--- src/rtl/keypad_scan_entry_if.sv ---
// ============================================================================
// Module      : keypad_scan_entry_if
// Description : Result bus from the keypad scanner/entry block to the main
//               controller: last key event, entry in progress and the two
//               committed 7-bit fields.
// Revision    : 1.0 - initial release
// ============================================================================
`default_nettype none

interface keypad_scan_entry_if;
  logic [3:0] key_code;   // index of last pressed key, row*4 + col
  logic       key_valid;  // one-cycle pulse per new press
  logic [6:0] entry_val;  // value currently being typed (0..99)
  logic [1:0] entry_cnt;  // digits typed (0..2)
  logic       sel;        // ENTER target: 0 = numb, 1 = nums
  logic [6:0] numb;       // committed field 0
  logic [6:0] nums;       // committed field 1
  logic       num_valid;  // one-cycle pulse when numb or nums is written

  // Producer side (the keypad block)
  modport master (
    output key_code, key_valid, entry_val, entry_cnt,
    output sel, numb, nums, num_valid
  );

  // Consumer side (main state machine)
  modport slave (
    input key_code, key_valid, entry_val, entry_cnt,
    input sel, numb, nums, num_valid
  );
endinterface

`default_nettype wire

--- src/rtl/keypad_scan_entry.sv ---
// ============================================================================
// Module      : keypad_scan_entry
// Description : 4x4 matrix keypad scanner with debounce, press detection and
//               two-digit decimal entry committed into numb / nums.
//               Optional macro KEYPAD_MULTI_REJECT_EN: when defined, scans with
//               more than one key down are treated as "no key", so chords
//               never produce an event.
// Revision    : 1.0 - initial release
// ============================================================================
`default_nettype none

module keypad_scan_entry #(
  parameter int SCAN_DIV       = 50000, // clk cycles per column slot, >= 2
  parameter int DEBOUNCE_SCANS = 4      // identical full scans to commit, >= 1
) (
  input  logic                       clk,
  input  logic                       rst_n,
  input  logic [3:0]                 key_row,     // active low, pulled up
  output logic [3:0]                 key_column,  // one-hot active low
  keypad_scan_entry_if.master        bus
);

  // --------------------------------------------------------------------------
  // Constants
  // --------------------------------------------------------------------------
  localparam int c_div_w = (SCAN_DIV > 1) ? $clog2(SCAN_DIV) : 1;
  localparam int c_deb_w = (DEBOUNCE_SCANS > 1) ? $clog2(DEBOUNCE_SCANS) : 1;

  localparam logic [c_div_w-1:0] c_div_last = c_div_w'(SCAN_DIV - 1);
  localparam logic [c_deb_w-1:0] c_deb_last = c_deb_w'(DEBOUNCE_SCANS - 1);

  // Function-key codes (k = row*4 + col)
  localparam logic [3:0] c_key_bksp = 4'd3;
  localparam logic [3:0] c_key_clr  = 4'd7;
  localparam logic [3:0] c_key_ent  = 4'd11;
  localparam logic [3:0] c_key_sel  = 4'd15;

  // --------------------------------------------------------------------------
  // Scan / debounce state
  // --------------------------------------------------------------------------
  logic [c_div_w-1:0] div_q,  div_d;    // column-slot divider
  logic [1:0]         col_q,  col_d;    // active column
  logic [15:0]        snap_q, snap_d;   // snapshot being assembled
  logic [15:0]        prev_q, prev_d;   // last complete (filtered) scan
  logic [c_deb_w-1:0] stab_q, stab_d;   // consecutive identical scans - 1
  logic [15:0]        deb_q,  deb_d;    // debounced key state

  // Key event outputs
  logic [3:0]         key_code_q,  key_code_d;
  logic               key_valid_q, key_valid_d;

  // Entry / commit state
  logic [6:0]         entry_val_q, entry_val_d;
  logic [1:0]         entry_cnt_q, entry_cnt_d;
  logic               sel_q,       sel_d;
  logic [6:0]         numb_q,      numb_d;
  logic [6:0]         nums_q,      nums_d;
  logic               num_valid_q, num_valid_d;

  // Combinational helpers
  logic [15:0]        col_mask;     // snapshot bits owned by the active column
  logic [15:0]        row_spread;   // pressed rows placed at bit r*4
  logic [15:0]        scan_full;    // completed snapshot after chord filtering
  logic [3:0]         low_idx;      // lowest set index of scan_full
  logic               press;        // released -> pressed transition commits
  logic               digit_ok;     // key_code_q is a digit key
  logic [3:0]         digit;        // decimal value of that digit key

  // Column drive follows the column index; reset leaves col 0 active (1110)
  assign key_column = ~(4'b0001 << col_q);

  // Pressed rows for the active column, pre-positioned for a shift by col
  assign row_spread = {3'b000, ~key_row[3], 3'b000, ~key_row[2],
                       3'b000, ~key_row[1], 3'b000, ~key_row[0]};
  assign col_mask   = 16'h1111 << col_q;

  // Divider, column stepping, snapshot capture and debounce next-state
  always_comb begin
    div_d       = div_q;
    col_d       = col_q;
    snap_d      = snap_q;
    prev_d      = prev_q;
    stab_d      = stab_q;
    deb_d       = deb_q;
    scan_full   = prev_q;
    press       = 1'b0;
    key_code_d  = key_code_q;
    key_valid_d = 1'b0;
    low_idx     = 4'd0;

    if (div_q == c_div_last) begin
      div_d  = '0;
      col_d  = col_q + 2'd1;
      snap_d = (snap_q & ~col_mask) | (row_spread << col_q);

      // Column 3 just landed: the snapshot now describes a whole scan
      if (col_q == 2'd3) begin
`ifdef KEYPAD_MULTI_REJECT_EN
        // More than one bit set -> behave as if nothing is pressed
        scan_full = ((snap_d & (snap_d - 16'd1)) != 16'd0) ? 16'd0 : snap_d;
`else
        scan_full = snap_d;
`endif
        prev_d = scan_full;

        if (scan_full == prev_q) begin
          stab_d = (stab_q == c_deb_last) ? stab_q : stab_q + c_deb_w'(1);
        end else begin
          stab_d = '0;
        end

        if ((stab_d == c_deb_last) && (scan_full != deb_q)) begin
          deb_d = scan_full;
          // Only a transition out of "all released" is a new press
          press = (deb_q == 16'd0) && (scan_full != 16'd0);
        end
      end
    end else begin
      div_d = div_q + c_div_w'(1);
    end

    // Lowest pressed index wins when several keys are down
    for (int i = 15; i >= 0; i--) begin
      if (scan_full[i]) begin
        low_idx = 4'(i);
      end
    end

    if (press) begin
      key_code_d  = low_idx;
      key_valid_d = 1'b1;
    end
  end

  // Digit decode of the last pressed key
  always_comb begin
    digit_ok = 1'b1;
    digit    = 4'd0;
    case (key_code_q)
      4'd0:    digit = 4'd1;
      4'd1:    digit = 4'd2;
      4'd2:    digit = 4'd3;
      4'd4:    digit = 4'd4;
      4'd5:    digit = 4'd5;
      4'd6:    digit = 4'd6;
      4'd8:    digit = 4'd7;
      4'd9:    digit = 4'd8;
      4'd10:   digit = 4'd9;
      4'd13:   digit = 4'd0;
      default: digit_ok = 1'b0;
    endcase
  end

  // Entry editing and field commit, acting on the cycle key_valid is high
  always_comb begin
    entry_val_d = entry_val_q;
    entry_cnt_d = entry_cnt_q;
    sel_d       = sel_q;
    numb_d      = numb_q;
    nums_d      = nums_q;
    num_valid_d = 1'b0;

    if (key_valid_q) begin
      if (digit_ok) begin
        // Two digits max; 9*10+9 = 99 always fits in 7 bits
        if (entry_cnt_q < 2'd2) begin
          entry_val_d = entry_val_q * 7'd10 + {3'b000, digit};
          entry_cnt_d = entry_cnt_q + 2'd1;
        end
      end else begin
        case (key_code_q)
          c_key_bksp: begin
            if (entry_cnt_q != 2'd0) begin
              entry_val_d = entry_val_q / 7'd10;
              entry_cnt_d = entry_cnt_q - 2'd1;
            end
          end
          c_key_clr: begin
            entry_val_d = 7'd0;
            entry_cnt_d = 2'd0;
          end
          c_key_ent: begin
            // An empty entry is not committed
            if (entry_cnt_q != 2'd0) begin
              if (sel_q) begin
                nums_d = entry_val_q;
              end else begin
                numb_d = entry_val_q;
              end
              num_valid_d = 1'b1;
              entry_val_d = 7'd0;
              entry_cnt_d = 2'd0;
            end
          end
          c_key_sel: begin
            sel_d       = ~sel_q;
            entry_val_d = 7'd0;
            entry_cnt_d = 2'd0;
          end
          default: ; // k12 / k14: event only
        endcase
      end
    end
  end

  // State registers, all cleared asynchronously by rst_n
  always_ff @(posedge clk or negedge rst_n) begin
    if (!rst_n) begin
      div_q       <= '0;
      col_q       <= 2'd0;
      snap_q      <= 16'd0;
      prev_q      <= 16'd0;
      stab_q      <= '0;
      deb_q       <= 16'd0;
      key_code_q  <= 4'd0;
      key_valid_q <= 1'b0;
      entry_val_q <= 7'd0;
      entry_cnt_q <= 2'd0;
      sel_q       <= 1'b0;
      numb_q      <= 7'd0;
      nums_q      <= 7'd0;
      num_valid_q <= 1'b0;
    end else begin
      div_q       <= div_d;
      col_q       <= col_d;
      snap_q      <= snap_d;
      prev_q      <= prev_d;
      stab_q      <= stab_d;
      deb_q       <= deb_d;
      key_code_q  <= key_code_d;
      key_valid_q <= key_valid_d;
      entry_val_q <= entry_val_d;
      entry_cnt_q <= entry_cnt_d;
      sel_q       <= sel_d;
      numb_q      <= numb_d;
      nums_q      <= nums_d;
      num_valid_q <= num_valid_d;
    end
  end

  // Result bus
  assign bus.key_code  = key_code_q;
  assign bus.key_valid = key_valid_q;
  assign bus.entry_val = entry_val_q;
  assign bus.entry_cnt = entry_cnt_q;
  assign bus.sel       = sel_q;
  assign bus.numb      = numb_q;
  assign bus.nums      = nums_q;
  assign bus.num_valid = num_valid_q;

endmodule

`default_nettype wire

--- src/flat_wrapper.sv ---
// flat-port wrapper written by rule: the top's interface ports become plain ports
module keypad_scan_entry_flat 
#(
  parameter int SCAN_DIV       = 50000,                                    
  parameter int DEBOUNCE_SCANS = 4                                             
)
  (clk, rst_n, key_row, key_column, bus_key_code, bus_key_valid, bus_entry_val, bus_entry_cnt, bus_sel, bus_numb, bus_nums, bus_num_valid);
  keypad_scan_entry_if bus_i ();
  input  logic clk;
  input  logic rst_n;
  input  logic [3:0] key_row;
  output logic [3:0] key_column;
  output wire logic [$bits(bus_i.key_code)-1:0] bus_key_code;
  output wire logic [$bits(bus_i.key_valid)-1:0] bus_key_valid;
  output wire logic [$bits(bus_i.entry_val)-1:0] bus_entry_val;
  output wire logic [$bits(bus_i.entry_cnt)-1:0] bus_entry_cnt;
  output wire logic [$bits(bus_i.sel)-1:0] bus_sel;
  output wire logic [$bits(bus_i.numb)-1:0] bus_numb;
  output wire logic [$bits(bus_i.nums)-1:0] bus_nums;
  output wire logic [$bits(bus_i.num_valid)-1:0] bus_num_valid;
  assign bus_key_code = bus_i.key_code;
  assign bus_key_valid = bus_i.key_valid;
  assign bus_entry_val = bus_i.entry_val;
  assign bus_entry_cnt = bus_i.entry_cnt;
  assign bus_sel = bus_i.sel;
  assign bus_numb = bus_i.numb;
  assign bus_nums = bus_i.nums;
  assign bus_num_valid = bus_i.num_valid;
  keypad_scan_entry #(.SCAN_DIV(SCAN_DIV), .DEBOUNCE_SCANS(DEBOUNCE_SCANS)) u_core (.clk(clk), .rst_n(rst_n), .key_row(key_row), .key_column(key_column), .bus(bus_i));
endmodule
--- config.mk ---
export PLATFORM = sky130hd
export DESIGN_NAME = keypad_scan_entry_flat
export DESIGN_NICKNAME = d
export VERILOG_FILES = /design/src/rtl/keypad_scan_entry_if.sv /design/src/rtl/keypad_scan_entry.sv /design/src/flat_wrapper.sv
export SDC_FILE = /design/constraint.sdc
export NUM_CORES = 1
export LEC_CHECK = 0
export ABC_AREA = 1
export CAP_MARGIN = 20
export CORE_ASPECT_RATIO = 1.2
export CORE_MARGIN = 1.5
export CORE_UTILIZATION = 55
export CTS_CLUSTER_SIZE = 24
export DETAILED_ROUTE_END_ITERATION = 16
export PLACE_DENSITY = 0.73
export SLEW_MARGIN = 20
export SYNTH_ARGS = -nofsm -noshare
export SYNTH_HDL_FRONTEND = slang
export SYNTH_SLANG_ARGS = --single-unit
--- constraint.sdc ---
create_clock -name clk -period 2.72 [get_ports clk]
set_input_delay 0.544 -clock clk [delete_from_list [all_inputs] [get_ports clk]]
set_output_delay 0.544 -clock clk [all_outputs]
set_load 0.01 [all_outputs]
==> flow_metrics.py <==
metrics = {
    "clock_tree": {
        "clk_pin_slew_worst_paths_ns": 0.07,
        "cts_tree": "done",
        "cts_buffers": 9,
        "clockBufferDepth": 2,
        "cts_sinks": 98,
        "root_buffer": "clkbuf_16",
        "htree_levels": 3,
        "insertion_delay_ns": 0.35,
    },
    "cells_and_area": {
        "drive_above_1_share": 0.208,
        "fillers": 749,
        "n_antenna_cell": 0,
        "final_cells": 975,
        "multi_input_area_sq_um": 2950,
        "seq_area_sq_um": 2450,
        "syn_to_final_growth_pct": 29.8,
        "nets": 865,
        "final_core_util": 0.740,
    },
    "hold_path": {
        "hold_path.class": "primary input to async pin",
    },
    "timing": {
        "slew_headroom": 0.570,
        "fin_crit_ns": 2.66,
        "setup_viol_count_final": 0,
        "fmax_mhz": 376,
        "tns_ns": 0,
        "fin_skew_ns": 0.00878,
        "hold_viol": 0,
        "rsz0062_at_grt": "yes",
        "drv_slew": 0,
        "worst_slew_pin_slew_ns": 0.645,
        "fin_crit_sh": 0.978,
    },
    "power_and_ir_drop": {
        "pwr_density_cell_nw_per_um2": 396,
        "p_sw_frac": 0.214,
        "pwr-share-clk": 0.476,
        "power.switching_w": 0.000630,
        "cellLeakagePower_nw": 3.81,
        "share_seq_of_total_power": 0.494,
        "p_int_w": 0.00232,
        "combPwrFrac": 0.030,
        "peakVddDrop_mv": 0.293,
    },
    "placed_design": {
        "dp.cells": 938,
        "hpwl_um": 10900,
        "gp_congestion": 0.908,
        "port_buffers": 39,
    },
    "synth": {
        "synth_area_leaders": "dfrtp_1, nand2_1, inv_1, o21ai_0, xor2_1",
        "synthCells": 737,
        "yosys_register_bits": 98,
        "synth.distinct_cells": 42,
        "ys_seq_area_frac": 0.428,
        "synth-edff-count": 0,
        "synth-warning-count": 0,
        "yosys.area.top_type": "dfrtp_1",
        "synthArstFlopShare": 1.00,
        "syn-cell-area_sq_um": 5730,
        "synth_ff_type": "dfrtp_1",
        "syn_area_per_cell_sq_um": 7.78,
        "synth_top_area_share": 0.428,
        "synth_nets": 758,
    },
    "critical_path": {
        "critPathMaxStageDelay_ns": 0.48,
        "crit_arrival_ns": 2.90,
        "setup.worst_path.end_class": "flip-flop",
        "path_cells": "buf_4 > buf_4 > nand3_1 > nand2_2 > xor2_1 > inv_1 > nand4_1 > nor4_2 > nand3b_1 > nor2_4 > nand2_4 > buf_12 > nand2_1 > o21ai_2",
        "cp_common_cell": "buf_4",
        "crit_path_top_delay_cell": "dfrtp_2",
        "worstPathRequired_ns": 2.96,
        "cp_max_fo": 5,
        "worstSetupStartpointType": "flip-flop",
        "path_class": "flip-flop to flip-flop",
    },
    "die": {
        "die_area_sq_um": 11000,
        "io_pins": 40,
        "rows": 40,
        "die_y_um": 115,
        "start_util": 0.570,
        "core_region_area_sq_um": 10100,
        "die_width_um": 96.2,
    },
    "detailed_routing": {
        "via_per_inst": 5.39,
        "drc_errors": 0,
        "drt_iter0_drc": 308,
        "wirelength_um": 15300,
        "wl_per_cell_um": 15.7,
        "ant_nets": 0,
        "vias": 5259,
        "dr.pass1.iters": 5,
    },
    "grt": {
        "grt.total_usage": 0.275,
        "grt_max_degree": 51,
        "overflow": 0,
        "grt_pass1_vias": 4938,
        "antenna_found_initial": 0,
        "grt_first_pass_wirelength_um": 23000,
    },
    "outcome": {
        "status": "complete, no violations",
    },
    "run": {
        "cap_viol_max_count": 0,
    },
}
[power groups by stage]
stage / clock, W / combinational (W) / sequential, W
finish: 0.00140 / 0.0000888 / 0.00146
global route: 0.00147 / 0.0000986 / 0.00146
CTS: 0.00141 / 0.0000835 / 0.00146
detailed placement: 0 / 0.0000829 / 0.00148
global placement: 0 / 0.0000814 / 0.00148
floorplan: 0 / 0.0000194 / 0.00148
[flip-flops by register name (all words and copies together), names as in the netlist, 4 cells and up]
register              cells
u_core.bus.key_code       4
u_core.deb_q             16
u_core.bus.entry_val      7
u_core.div_q             16
u_core.bus.numb           7
u_core.prev_q            16
u_core.bus.nums           7
u_core.snap_q            16
[cells by family after synthesis]
group                    share of synthesized area
AO/OA/AOI/OAI                                0.133
XOR/XNOR                                    0.0581
adder cells (fa/ha/maj)                     0.0354
buffers and inverters                        0.104
flip-flops                                   0.428
multiplexers                               0.00175
AND/OR/NAND/NOR                              0.240
[layout make-up]
type	instances	share of cell area
timing repair buffer	111	0.142
inverter	130	0.0669
sequential	98	0.330
tap	126	0.0212
clock buffer	10	0.0321
clock inverter	6	0.0121
multi-input combinational	494	0.396
[worst paths after layout]
check	end	slack [ns]	start	depth (start not counted)
min in group clk	u_core.div_q[0]	0.46	u_core.div_q[0]	1
hold / removal	u_core.bus.nums[5]	0.21	rst_n	1
setup / recovery	u_core.deb_q[3]	0.06	u_core.col_q[0]	14
hold reg to reg	u_core.div_q[0]	0.46	u_core.div_q[0]	1
setup reg to reg	u_core.deb_q[3]	0.06	u_core.col_q[0]	14
max in group asynchronous	u_core.deb_q[6]	1.81	rst_n	2
[per-layer routing]
layer | wire length (um) | vias to the layer above | track usage | share of wire
met5 | 0 | - | 0 | 0
met4 | 621 | 0 | 0.145 | 0.041
met3 | 530 | 41 | 0.0278 | 0.035
met2 | 7860 | 150 | 0.480 | 0.51
met1 | 6260 | 2514 | 0.331 | 0.41
li1 | - | 2554 | - | -
[synthesized netlist by cell type (4+ instances only)]
master / instances
nand4_1: 18
inv_2: 8
nor4_1: 9
inv_1: 122
o21ai_0: 61
xor2_1: 25
clkbuf_1: 7
nand2_1: 188
a21oi_1: 19
o21ai_2: 21
nor2_1: 53
ha_1: 13
buf_6: 5
o21ai_1: 4
nand3_1: 30
dfrtp_1: 98
xnor2_1: 13
nor3_1: 7
[layout by cell type, fill, tap and decap left out, types with 3 or more instances in the layout]
| cell | instances |
|---|---|
| nand2_1 | 169 |
| inv_1 | 118 |
| dfrtp_1 | 96 |
| buf_4 | 61 |
| o21ai_0 | 60 |
| nor2_1 | 52 |
| clkdlybuf4s50_1 | 36 |
| nand3_1 | 26 |
| xor2_1 | 20 |
| a21oi_1 | 19 |
| o21ai_2 | 19 |
| nand2_2 | 18 |
| nand4_1 | 18 |
| clkbuf_16 | 12 |
| xnor2_1 | 11 |
| ha_1 | 9 |
| inv_2 | 8 |
| nor4_1 | 8 |
| nor3_1 | 7 |
| nand3_2 | 5 |
| xor2_2 | 5 |
| buf_6 | 5 |
| inv_4 | 4 |
| o21ai_4 | 4 |
| buf_12 | 4 |
| o31ai_4 | 3 |
| or2_2 | 3 |
| nand2_4 | 3 |
| o21ai_1 | 3 |
| o22ai_1 | 3 |
| o221ai_1 | 3 |
| ha_4 | 3 |
[critical path, delay by kind of cell, from the launching register on]
family,cells,cell delay (ns)
AND/OR/NAND/NOR,8,1.27
buffers and inverters,4,0.59
flip-flops,1,0.48
XOR/XNOR,1,0.14
AO/OA/AOI/OAI,1,0.06
[stage by stage]
stage	instance area [sq um]	setup WS [ns]	power, W	hold WS (ns)
detailed placement	6610	-0.183	0.00157	0.453
floorplan	5730	0.247	0.00150	0.248
global route	7440	-0.0427	0.00302	0.267
finish	7440	0.0600	0.00295	0.214
global placement	6610	-0.129	0.00157	0.452
CTS	6940	0.0928	0.00295	0.235
[timing repair]
item	4_1_cts	5_1_grt
resized for setup	0	72
hold buffers	0	0
endpoints found under the setup margin	0	21
setup buffers	0	17
Power figures use the tool's default switching activity.
